File: config.mk
export PLATFORM = sky130hd
export DESIGN_NAME = rstack
export DESIGN_NICKNAME = d
export VERILOG_FILES = /design/src/rtl/rstack.sv
export SDC_FILE = /design/constraint.sdc
export NUM_CORES = 1
export LEC_CHECK = 0
export ABC_CLOCK_PERIOD_IN_PS = 4900
export CAP_MARGIN = 20
export CORE_MARGIN = 3
export CORE_UTILIZATION = 60
export CTS_CLUSTER_SIZE = 12
export DETAILED_ROUTE_END_ITERATION = 16
export GPL_ROUTABILITY_DRIVEN = 0
export PLACE_DENSITY = 0.88
export SLEW_MARGIN = 20
export SYNTH_ARGS = -nofsm -noshare
export SYNTH_HDL_FRONTEND = slang
export SYNTH_SLANG_ARGS = --single-unit
File: constraint.sdc
create_clock -name clk -period 4.9 [get_ports clk]
set_clock_uncertainty 0.2 [all_clocks]
set_input_delay 0.735 -clock clk [delete_from_list [all_inputs] [get_ports clk]]
set_output_delay 0.735 -clock clk [all_outputs]
set_load 0.1 [all_outputs]
File: src/rtl/rstack.sv
// Return stack: registered top entry plus an async-read array for the entries below it.
// Sticky overflow/underflow flags; push+pop in the same cycle replaces the top.
module rstack #(
  parameter int rs_width   = 16,
  parameter int depth_log2 = 4
) (
  input  logic                  clk,
  input  logic                  reset,
  input  logic                  push,
  input  logic                  pop,
  input  logic [rs_width-1:0]   push_data,
  input  logic                  err_clear,
  output logic [rs_width-1:0]   rstack_top,
  output logic [depth_log2:0]   count,
  output logic                  empty,
  output logic                  full,
  output logic                  overflow,
  output logic                  underflow
);

  localparam int unsigned DEPTH = 2 ** depth_log2;
  localparam int unsigned CW    = depth_log2 + 1;
  localparam logic [CW-1:0] MAX = CW'(DEPTH);

  logic [rs_width-1:0]   mem [0:DEPTH-2];

  logic [rs_width-1:0]   top_q, top_d;
  logic [CW-1:0]         count_q, count_d;
  logic                  overflow_q, overflow_d;
  logic                  underflow_q, underflow_d;

  logic [CW-1:0]         cnt_m1, cnt_m2;
  logic [depth_log2-1:0] mem_waddr, mem_raddr;
  logic                  mem_we;
  logic                  is_empty, is_full;

  assign is_empty  = (count_q == '0);
  assign is_full   = (count_q == MAX);
  assign cnt_m1    = count_q - CW'(1);
  assign cnt_m2    = count_q - CW'(2);
  assign mem_waddr = cnt_m1[depth_log2-1:0];
  assign mem_raddr = cnt_m2[depth_log2-1:0];

  always_comb begin
    top_d       = top_q;
    count_d     = count_q;
    overflow_d  = overflow_q & ~err_clear;
    underflow_d = underflow_q & ~err_clear;
    mem_we      = 1'b0;

    if (push && pop) begin
      // Replace: array untouched; on an empty stack it degrades to a flagged push.
      top_d = push_data;
      if (is_empty) begin
        underflow_d = 1'b1;
        count_d     = CW'(1);
      end
    end else if (push) begin
      if (is_full) begin
        overflow_d = 1'b1;
      end else if (is_empty) begin
        top_d   = push_data;
        count_d = CW'(1);
      end else begin
        mem_we  = 1'b1;
        top_d   = push_data;
        count_d = count_q + CW'(1);
      end
    end else if (pop) begin
      if (is_empty) begin
        underflow_d = 1'b1;
      end else if (count_q == CW'(1)) begin
        top_d   = '0;
        count_d = '0;
      end else begin
        top_d   = mem[mem_raddr];
        count_d = cnt_m1;
      end
    end
  end

  always_ff @(posedge clk) begin
    if (reset) begin
      top_q       <= '0;
      count_q     <= '0;
      overflow_q  <= 1'b0;
      underflow_q <= 1'b0;
    end else begin
      top_q       <= top_d;
      count_q     <= count_d;
      overflow_q  <= overflow_d;
      underflow_q <= underflow_d;
    end
  end

  // Array has no reset; a write during reset is harmless since count returns to 0.
  always_ff @(posedge clk) begin
    if (mem_we) begin
      mem[mem_waddr] <= top_q;
    end
  end

  assign rstack_top = top_q;
  assign count      = count_q;
  assign empty      = is_empty;
  assign full       = is_full;
  assign overflow   = overflow_q;
  assign underflow  = underflow_q;

endmodule

======== Word level (Yosys, flattened, before mapping) ========
Memories as Yosys holds them, arrays and structs flattened.
Cells that the tools add are included.
cells by class
  bitwise gates (word level) .............. 3
  multiplexer cells ....................... 27
  add/subtract/negate cells ............... 3
  reduce and logical (&&, ||, !) cells .... 5
  eq/ne operators ......................... 5
operators by type and width
  cell                                                   number
  two-way mux 16 bit                                     6
  two-way mux 5 bit                                      8
  two-way mux 1 bit                                      13
  inequality test 3 x 2 -> 1 bit, second input constant  2
  adder 5 x 1 -> 5 bit, second input constant            1
  == test 5 x 1 -> 1 bit, second input constant          1
  == test 5 bit, second input constant                   1
  logical NOT 5 bit                                      1
  subtractor 5 x 1 -> 5 bit, second input constant       1
  AND reduction 4 bit                                    1
  subtractor 4 x 2 -> 4 bit, second input constant       1
  AND reduction 3 bit                                    1
  nonzero test 3 bit                                     1
  bitwise AND 1 bit                                      2
  inequality test 2 bit, second input constant           1
  logical AND 1 bit                                      1
  NOT 1 bit                                              1
word-level totals
  RAM bits ................................ 240
  input bits .............................. 21
  output and inout bits ................... 25
  bits in registers ....................... 23
  memories ................................ 1
  word-level logic and storage cells ...... 48
memory list
  name  depth  bits a word  read ports  clocked after Yosys merged registers in  write ports  RTL line  RTL
  mem   15     16           1           0                                        1            25        logic [rs_width-1:0] mem [0:DEPTH-2];

======== Longest topological paths before layout ========
  depth in word-level cells ............... 7
  depth in mapped cells ................... 12
  depth with buffers taken out ............ 7

======== Worst setup path after synthesis ========
Ideal clock, no wire load.
  path type ............................... reg-to-reg
  start point ............................. register count_q[1], in the netlist count[1]
  end point ............................... register count_q[2], in the netlist count[2]
  arrival ................................. 4.337 ns
  clock period less this slack ............ 4.656 ns
  required time ........................... 4.581 ns
  setup time .............................. 0.119 ns
  cell stages (with the launch flop) ...... 11
  buffers on the path ..................... 3
  path slack .............................. 0.244 ns
  path through ............................ dfxtp_1 -> buf_4 -> buf_2 -> buf_2 -> inv_1 -> ha_1 -> nor4b_2 -> nor3b_1 -> a31oi_4 -> a21oi_1 -> o221a_2
between the ends
  elaborated cells between the ends (all ways) .. 16
  those cells by class .................... 2 x add/sub; 5 x eq/ne; 7 x mux; 2 x reduce/logical
RTL lines
  item                    RTL line  RTL
  start, declared         28        logic [CW-1:0] count_q, count_d;
  start signal, assigned  90        count_q <= count_d;
  logical NOT 5 bit (*)   37        assign is_empty = (count_q == '0);
  via empty               15        output logic empty,
  two-way mux 5 bit       61        end else if (is_empty) begin
  two-way mux 5 bit       59        if (is_full) begin
  two-way mux 5 bit       58        end else if (push) begin
  two-way mux 5 bit       51        if (push && pop) begin
The timed path passes the listed nets; every way through them passes the cells marked *. The select of a mux whose other input is x is not followed.
A chain may end at the register's enable or synchronous reset.

======== Worst setup path in the final report ========
  start point ............................. register count_q[0], in the netlist count[0]
  end point ............................... output empty
between the ends
  cells in the longest elaborated chain, start to end .. 1
ends and longest elaborated chain
  item               RTL line
  logical NOT 5 bit  37
  end, declared      15
Every way passes these cells.

==> impl.org <==
** Status
- Outcome :: finished clean

** Timing
- Setup total negative slack on the finished layout was measured at 0 ps.
- Maximum achievable frequency :: 0.265 GHz
- Post-layout minimum cycle time :: 3770 ps
- Setup repair after global routing left no endpoint under its margin.
- Number of endpoints with negative hold slack in the final report :: 0
- Final Max Slew Viols :: 0
- Setup violation total in the final timing report :: 0
- Max-slew headroom :: 33.6%
- After layout, the worst path uses 77.0% of the clock period.
- At the pin with the least slew margin, the transition time is 992 ps.

** Clocking
- TritonCTS built the clock tree.
- CTS clock-pin slew for the worst setup and hold paths :: 60 ps
- Setup repair bufs after CTS :: 0
- Buffers inserted during clock tree synthesis total 27.
- In this run the number of H-tree levels came out at 1.
- Root Driver :: sky130_fd_sc_hd__clkbuf_16
- Latest clock arrival within the worst-skew pair :: 520 ps
- Largest buffer count on any clock path :: 3
- TritonCTS Sinks :: 263
- The number of hold buffers added after CTS was 0.
- Once the clock tree was built, the resizer swapped 0 gates to a different size.

** Floorplanning
- The die is 140 um wide.
- Die height :: 140 um
- Ports :: 46
- The die covers 19600 um^2.
- The core region is 17400 um^2.
- The floorplan has 48 rows.
- Starting Density :: 61.8%

** Placement
- Detailed placement finished with a half-perimeter wire length of 14.3 mm.
- The placed instances occupy a cell area of 11400 um^2.
- I/O Buffers :: 45

** Critical path
- The worst setup path is of the flip-flop to output pin kind.
- Logic depth of the worst path, buffers included :: 4
- Of all nets on the critical path, the largest fanout is 6.
- The slowest stage of the critical path belongs to the cell sky130_fd_sc_hd__clkdlybuf4s50_1.
- In this design, the largest share of critical-path delay is due to buffers and inverters.
- Worst r2r src :: count[2]$_SDFFE_PP0P_
- Arrival time of the worst setup path :: 2840 ps
- Critical R2R Capture :: mem[2][11]$_DFFE_PP_
- The critical path ends at empty.
- Register-to-register setup slack :: 1510 ps
- Stage delay of the slowest cell on the critical path :: 1210 ps
- The number of buffers and inverters on the critical path is 2.
- In this run the worst setup path begins at count[0]$_SDFFE_PP0P_.
- List of cells traversed by the critical path :: inv_1, ha_1, nor4b_2, clkdlybuf4s50_1
- At the worst endpoint, the required time is 3960 ps.
- The worst register-to-register path has a depth of 7.
- The worst setup path is captured at an output pin.
- Startpoint type of the worst setup path :: flip-flop

** Power and ir drop
- In this run the static leakage power is 3.97 nW.
- Part of the total power dissipated in sequential elements :: 39.1%
- In this run, the clock network consumes 22.4% of the power.
- Power spread over the standard cell area amounts to 684 nW/um^2.
- IR analysis of the VDD net gives a maximum drop of 0.499 mV.
- Combinational logic burns 38.5% of the power.
- Internal Dissipation :: 5.12 mW
- In this run the power spent charging and discharging nets is 3.25 mW.
- In this run switching power makes up 38.9% of total power.

** Final layout
- Area grow syn2layout :: 13.8%
- Multi-input logic area :: 2860 um^2
- With fillers left out, the area of the finished cells amounts to 12300 um^2.
- Share of final-layout standard cells stronger than drive strength 1 :: 17.3%
- Count of antenna diodes in the layout :: 0
- The final layout contains 720 nets.
- Share of the core filled with cells in the final layout :: 70.3%
- Count of fill cells added during filler insertion :: 1045
- Area used by sequential logic in the layout :: 7670 um^2

** Worst hold path
- Count of cells along the worst hold path :: 2
- Worst min path class :: flip-flop to flip-flop

** Logic synthesis
- Number of warnings reported in the yosys synthesis log :: 0
- Synthesized area :: 10800 um^2
- In this run, distinct cell masters in the synthesized netlist total 50.
- Synth top cells by count :: sky130_fd_sc_hd__edfxtp_1, sky130_fd_sc_hd__nor2_1, sky130_fd_sc_hd__mux4_2
- Number of enable flip-flop cells after synthesis :: 240
- Top area cells in the synthesized netlist :: sky130_fd_sc_hd__edfxtp_1, sky130_fd_sc_hd__mux4_2, sky130_fd_sc_hd__dfxtp_1
- Mapped Nets :: 662
- FF+latch count, synth :: 263
- The top cell type by area accounts for 66.9% of the synthesized area.
- sky130_fd_sc_hd__edfxtp_1 is the most common cell in the netlist.
- After synthesis, flip-flops and latches occupy 71.2% of the total area.
- Post-synthesis average cell area :: 17.0 um^2
- Ys async rst share :: 0%
- Top FF cell, synth :: sky130_fd_sc_hd__edfxtp_1
- Cell type with the largest total area after synthesis :: sky130_fd_sc_hd__edfxtp_1
- Cells after synthesis :: 632

** Global route
- First-pass GRT wire length :: 36.5 mm
- Global route total overflow :: 0
- The initial antenna violation count is 0.
- The via count of the first global-routing pass was 6257.
- Largest net degree at the start of global routing :: 71
- Across every metal layer, demand over resource in global routing totals 24.3%.

** Route
- The detailed router put a total of 9.02 mm of wire on met1.
- Met3 layer wire length in the routed design :: 2.12 mm
- Drt first pass iters :: 6
- Detailed router's first-iteration violation count :: 686
- Met2 routed WL :: 11.9 mm
- Average wire length per cell after detail routing :: 25.5 um
- Per-cell via count in the routed design :: 6.60
- Number of vias after detailed routing :: 6171
- The count of nets left with antenna violations once routing finished came out at 0.
- Final wirelength :: 23.9 mm
- Uppermost metal layer occupied by signal nets :: met4
- DRC violation count after routing :: 0

** Job
- Max capacitance violation total :: 0
## flip-flops by register name, summed over array words and instances, names as in the netlist
register and cells:
count 5, rstack_top 16, underflow 1, overflow 1
mem 240
## cell families after synthesis
group / count (synthesis) / synth area share (%)
buffers and inverters: 45 / 2.42
adders and majority gates: 10 / 1.14
DFF: 263 / 71.2
xor gates and xnor gates: 4 / 0.325
muxes: 80 / 11.8
and+or+nand+nor: 109 / 4.57
AOI/OAI and AO/OA: 121 / 8.60
## routing by layer
layer	track usage, %	vias up
met3	4.23	68
li1	-	2644
met5	0	-
met2	39.6	357
met4	9.59	0
met1	33.1	3102
## power by group through the flow
stage | Combinational [mW] | Sequential, mW | Clock, mW
detailed placement | 3.16 | 3.32 | 0
finish | 3.22 | 3.28 | 1.88
CTS | 3.19 | 3.27 | 1.90
floorplan | 1.93 | 3.76 | 0
global route | 3.39 | 3.32 | 1.99
global placement | 3.06 | 3.27 | 0
## layout make-up
| class | count | share of cell area, % |
|---|---|---|
| sequential | 263 | 62.6 |
| multi-input combinational | 324 | 23.4 |
| clock buffer | 45 | 6.15 |
| timing repair buffer | 66 | 4.94 |
| tap | 225 | 2.30 |
| clock inverter | 4 | 0.388 |
| inverter | 8 | 0.245 |
## worst min path at each step
stage | slack [ps] | from | endpoint
after global routing | 400 | underflow$_SDFF_PP0_ | underflow$_SDFF_PP0_
final | 350 | overflow$_SDFF_PP0_ | overflow$_SDFF_PP0_
after global placement | 290 | overflow$_SDFF_PP0_ | overflow$_SDFF_PP0_
after CTS | 370 | overflow$_SDFF_PP0_ | overflow$_SDFF_PP0_
after floorplan | 510 | mem[2][7]$_DFFE_PP_ | rstack_top[7]$_SDFFE_PP0P_
after detailed placement | 360 | overflow$_SDFF_PP0_ | overflow$_SDFF_PP0_
## worst register-to-register path, stage by stage (launching register included)
cell                       delay, ps
sky130_fd_sc_hd__dfxtp_1         570
sky130_fd_sc_hd__inv_1           160
sky130_fd_sc_hd__ha_1            330
sky130_fd_sc_hd__a21boi_1        190
sky130_fd_sc_hd__xnor2_1         450
sky130_fd_sc_hd__nand2_1         200
sky130_fd_sc_hd__nor2_1          640
sky130_fd_sc_hd__buf_4           340
## stage by stage
stage	power, mW	worst slack [ps]	cells	hold slack, ps
floorplan	5.69	244	632	513
global placement	6.33	1530	886	293
detailed placement	6.47	1370	886	357
CTS	8.36	1120	935	371
global route	8.70	1040	935	395
finish	8.37	1130	935	355
## placed cells by master, fill, tap and decap left out, types with 6 or more instances in the layout
cell and count:
sky130_fd_sc_hd__a211o_1 6, sky130_fd_sc_hd__edfxtp_1 240, sky130_fd_sc_hd__o21ai_0 12, sky130_fd_sc_hd__mux2i_1 31
sky130_fd_sc_hd__inv_1 8, sky130_fd_sc_hd__clkbuf_1 17, sky130_fd_sc_hd__buf_4 22, sky130_fd_sc_hd__mux2_2 13
sky130_fd_sc_hd__nand2_1 35, sky130_fd_sc_hd__ha_1 8, sky130_fd_sc_hd__o211ai_2 9, sky130_fd_sc_hd__a21oi_1 22
sky130_fd_sc_hd__clkdlybuf4s50_1 44, sky130_fd_sc_hd__o2111a_1 9, sky130_fd_sc_hd__nand2b_1 6, sky130_fd_sc_hd__nor2_1 42
sky130_fd_sc_hd__mux4_2 36, sky130_fd_sc_hd__a221oi_1 6, sky130_fd_sc_hd__clkbuf_16 27, sky130_fd_sc_hd__a31oi_1 7
sky130_fd_sc_hd__nand3_1 11, sky130_fd_sc_hd__dfxtp_1 21, sky130_fd_sc_hd__o22ai_1 18, sky130_fd_sc_hd__a211oi_1 17
Note: power is estimated with default switching activity, not from simulation.
==> RTL change, RTL diff (same flow settings) <==
Put one more register stage on the output `count`. The value now appears one clock later. The other outputs are not delayed to match.
--- a/src/rtl/rstack.sv
+++ b/src/rtl/rstack.sv
@@ -102,5 +102,7 @@
 
   assign rstack_top = top_q;
-  assign count      = count_q;
+  always_ff @(posedge clk) begin
+    count <= count_q;
+  end
   assign empty      = is_empty;
   assign full       = is_full;
Behaviour: not the same (a bounded check fails within 4 cycles, from zero or initial values and one cycle with reset high).
==> RTL change against the original RTL <==
Wire length up 0.83%. First-iteration DRC count grew 15%. Via count increased by 2.0%. Synthesized area up 0.48%. Setup slack better by 16 ps. Power is 0.19% higher. Sequential cell count up 5. Cell area is 0.57% higher. Utilization rose by 0.16 points. Largest cell class unchanged. Largest power group unchanged.
==> RTL change: results (changes against the original RTL) <==
{| class="wikitable"
! Metric !! Value
|-
| Hold wc startpoint || underflow (was overflow)
|-
| Actual slew at the worst max-slew pin || 997 ps (was 992 ps)
|-
| Number of instances in the synthesized netlist || 640 (was 632)
|-
| Power per cell area || 681 nW/um2 (was 684 nW/um2)
|-
| Net Count, Synth || 670 (was 662)
|-
| Count of H-tree levels built during CTS || 1 (unchanged)
|-
| Post-Route WL || 24100 um (was 23900 um)
|-
| Placed cells || 900 (was 886)
|-
| Number of search-and-repair iterations in the first detailed-routing pass || 5 (was 6)
|-
| Wire length of the first global-routing pass || 37200 um (was 36500 um)
|-
| Pin count of the biggest net entering global routing || 69 (was 71)
|-
| Clk Latency, worst-skew pair || 510 ps
|-
| Routed vias/inst || 6.65 (was 6.60)
|-
| Min-Delay Endpoint || underflow (was overflow)
|-
| Most area-consuming cells after synthesis || sky130_fd_sc_hd__edfxtp_1 67%, sky130_fd_sc_hd__mux4_2 7.5%, sky130_fd_sc_hd__dfxtp_1 5.2% (was sky130_fd_sc_hd__edfxtp_1 67%, sky130_fd_sc_hd__mux4_2 7.5%, sky130_fd_sc_hd__dfxtp_1 4.3%)
|-
| Startpoint of the most critical setup path || count_q[0] (was count[0])
|-
| Peak ir drop on the vdd network || 0.000704 V (was 0.000499 V)
|-
| R2R cell count || 8 (was 7)
|-
| Combinational Power Share || 38.6% (was 38.5%)
|-
| FMAX || 266 MHz (was 265 MHz)
|-
| Status || completed (unchanged)
|-
| Worst setup timing slack at the placement stage || 1400 ps (was 1370 ps)
|-
| CP Data Arrival Time || 2820 ps (was 2840 ps)
|-
| Via count of the first global-routing pass || 6370 (was 6257)
|-
| Total sequential power || 3340 uW (was 3280 uW)
|-
| Layout net count || 733 (was 720)
|-
| Cell-internal power || 5150 uW (was 5120 uW)
|-
| Leakage power total || 0.00402 uW (was 0.00397 uW)
|-
| Violation count after the first detailed-route iteration || 786 (was 686)
|-
| Global routing usage summed across all routing layers || 24.4% (was 24.3%)
|-
| Critical path peak fanout || 5 (was 6)
|-
| Source of the worst register-to-register timing path || count_q[2] (was count[2])
|-
| Detail Placement HPWL || 14500 um (was 14300 um)
|-
| Most frequent cells after synthesis || 240 x sky130_fd_sc_hd__edfxtp_1, 41 x sky130_fd_sc_hd__nor2_1, 36 x sky130_fd_sc_hd__mux4_2, 34 x sky130_fd_sc_hd__nand2_1, 33 x sky130_fd_sc_hd__mux2i_1 (was 240 x sky130_fd_sc_hd__edfxtp_1, 42 x sky130_fd_sc_hd__nor2_1, 36 x sky130_fd_sc_hd__mux4_2, 35 x sky130_fd_sc_hd__nand2_1, 31 x sky130_fd_sc_hd__mux2i_1)
|}
## RTL change: cell count changes after synthesis, sizes merged, moves of 3 or more
| cell | delta |
|---|---|
| buf | -3 |
| clkbuf | +4 |
| dfxtp | +5 |
| nor2b | +3 |
| o22ai | -3 |
## RTL change: cell families after synthesis
group | count (synthesis) | synth area share [%]
flip-flops | 268 | 71.8
AO/OA/AOI/OAI | 121 | 7.90
AND/OR/NAND/NOR | 110 | 4.71
multiplexers | 81 | 11.8
buffers and inverters | 46 | 2.37
adder cells (fa/ha/maj) | 10 | 1.13
XOR/XNOR | 4 | 0.324
## RTL change: layer usage
metal	track usage (%)	vias up	wire length, um
li1	-	2666	-
met1	34.0	3113	8680
met2	38.5	436	11700
met3	5.46	78	2810
met4	9.23	0	909
met5	0	-	0
## RTL change: layout make-up
class,instances,area [um2]
Timing Repair Buffer,73,666
Fill cell,965,5150
Inverter,8,30.0
Multi-Input combinational cell,326,2810
Clock buffer,46,767
Sequential cell,268,7770
Tap cell,225,282
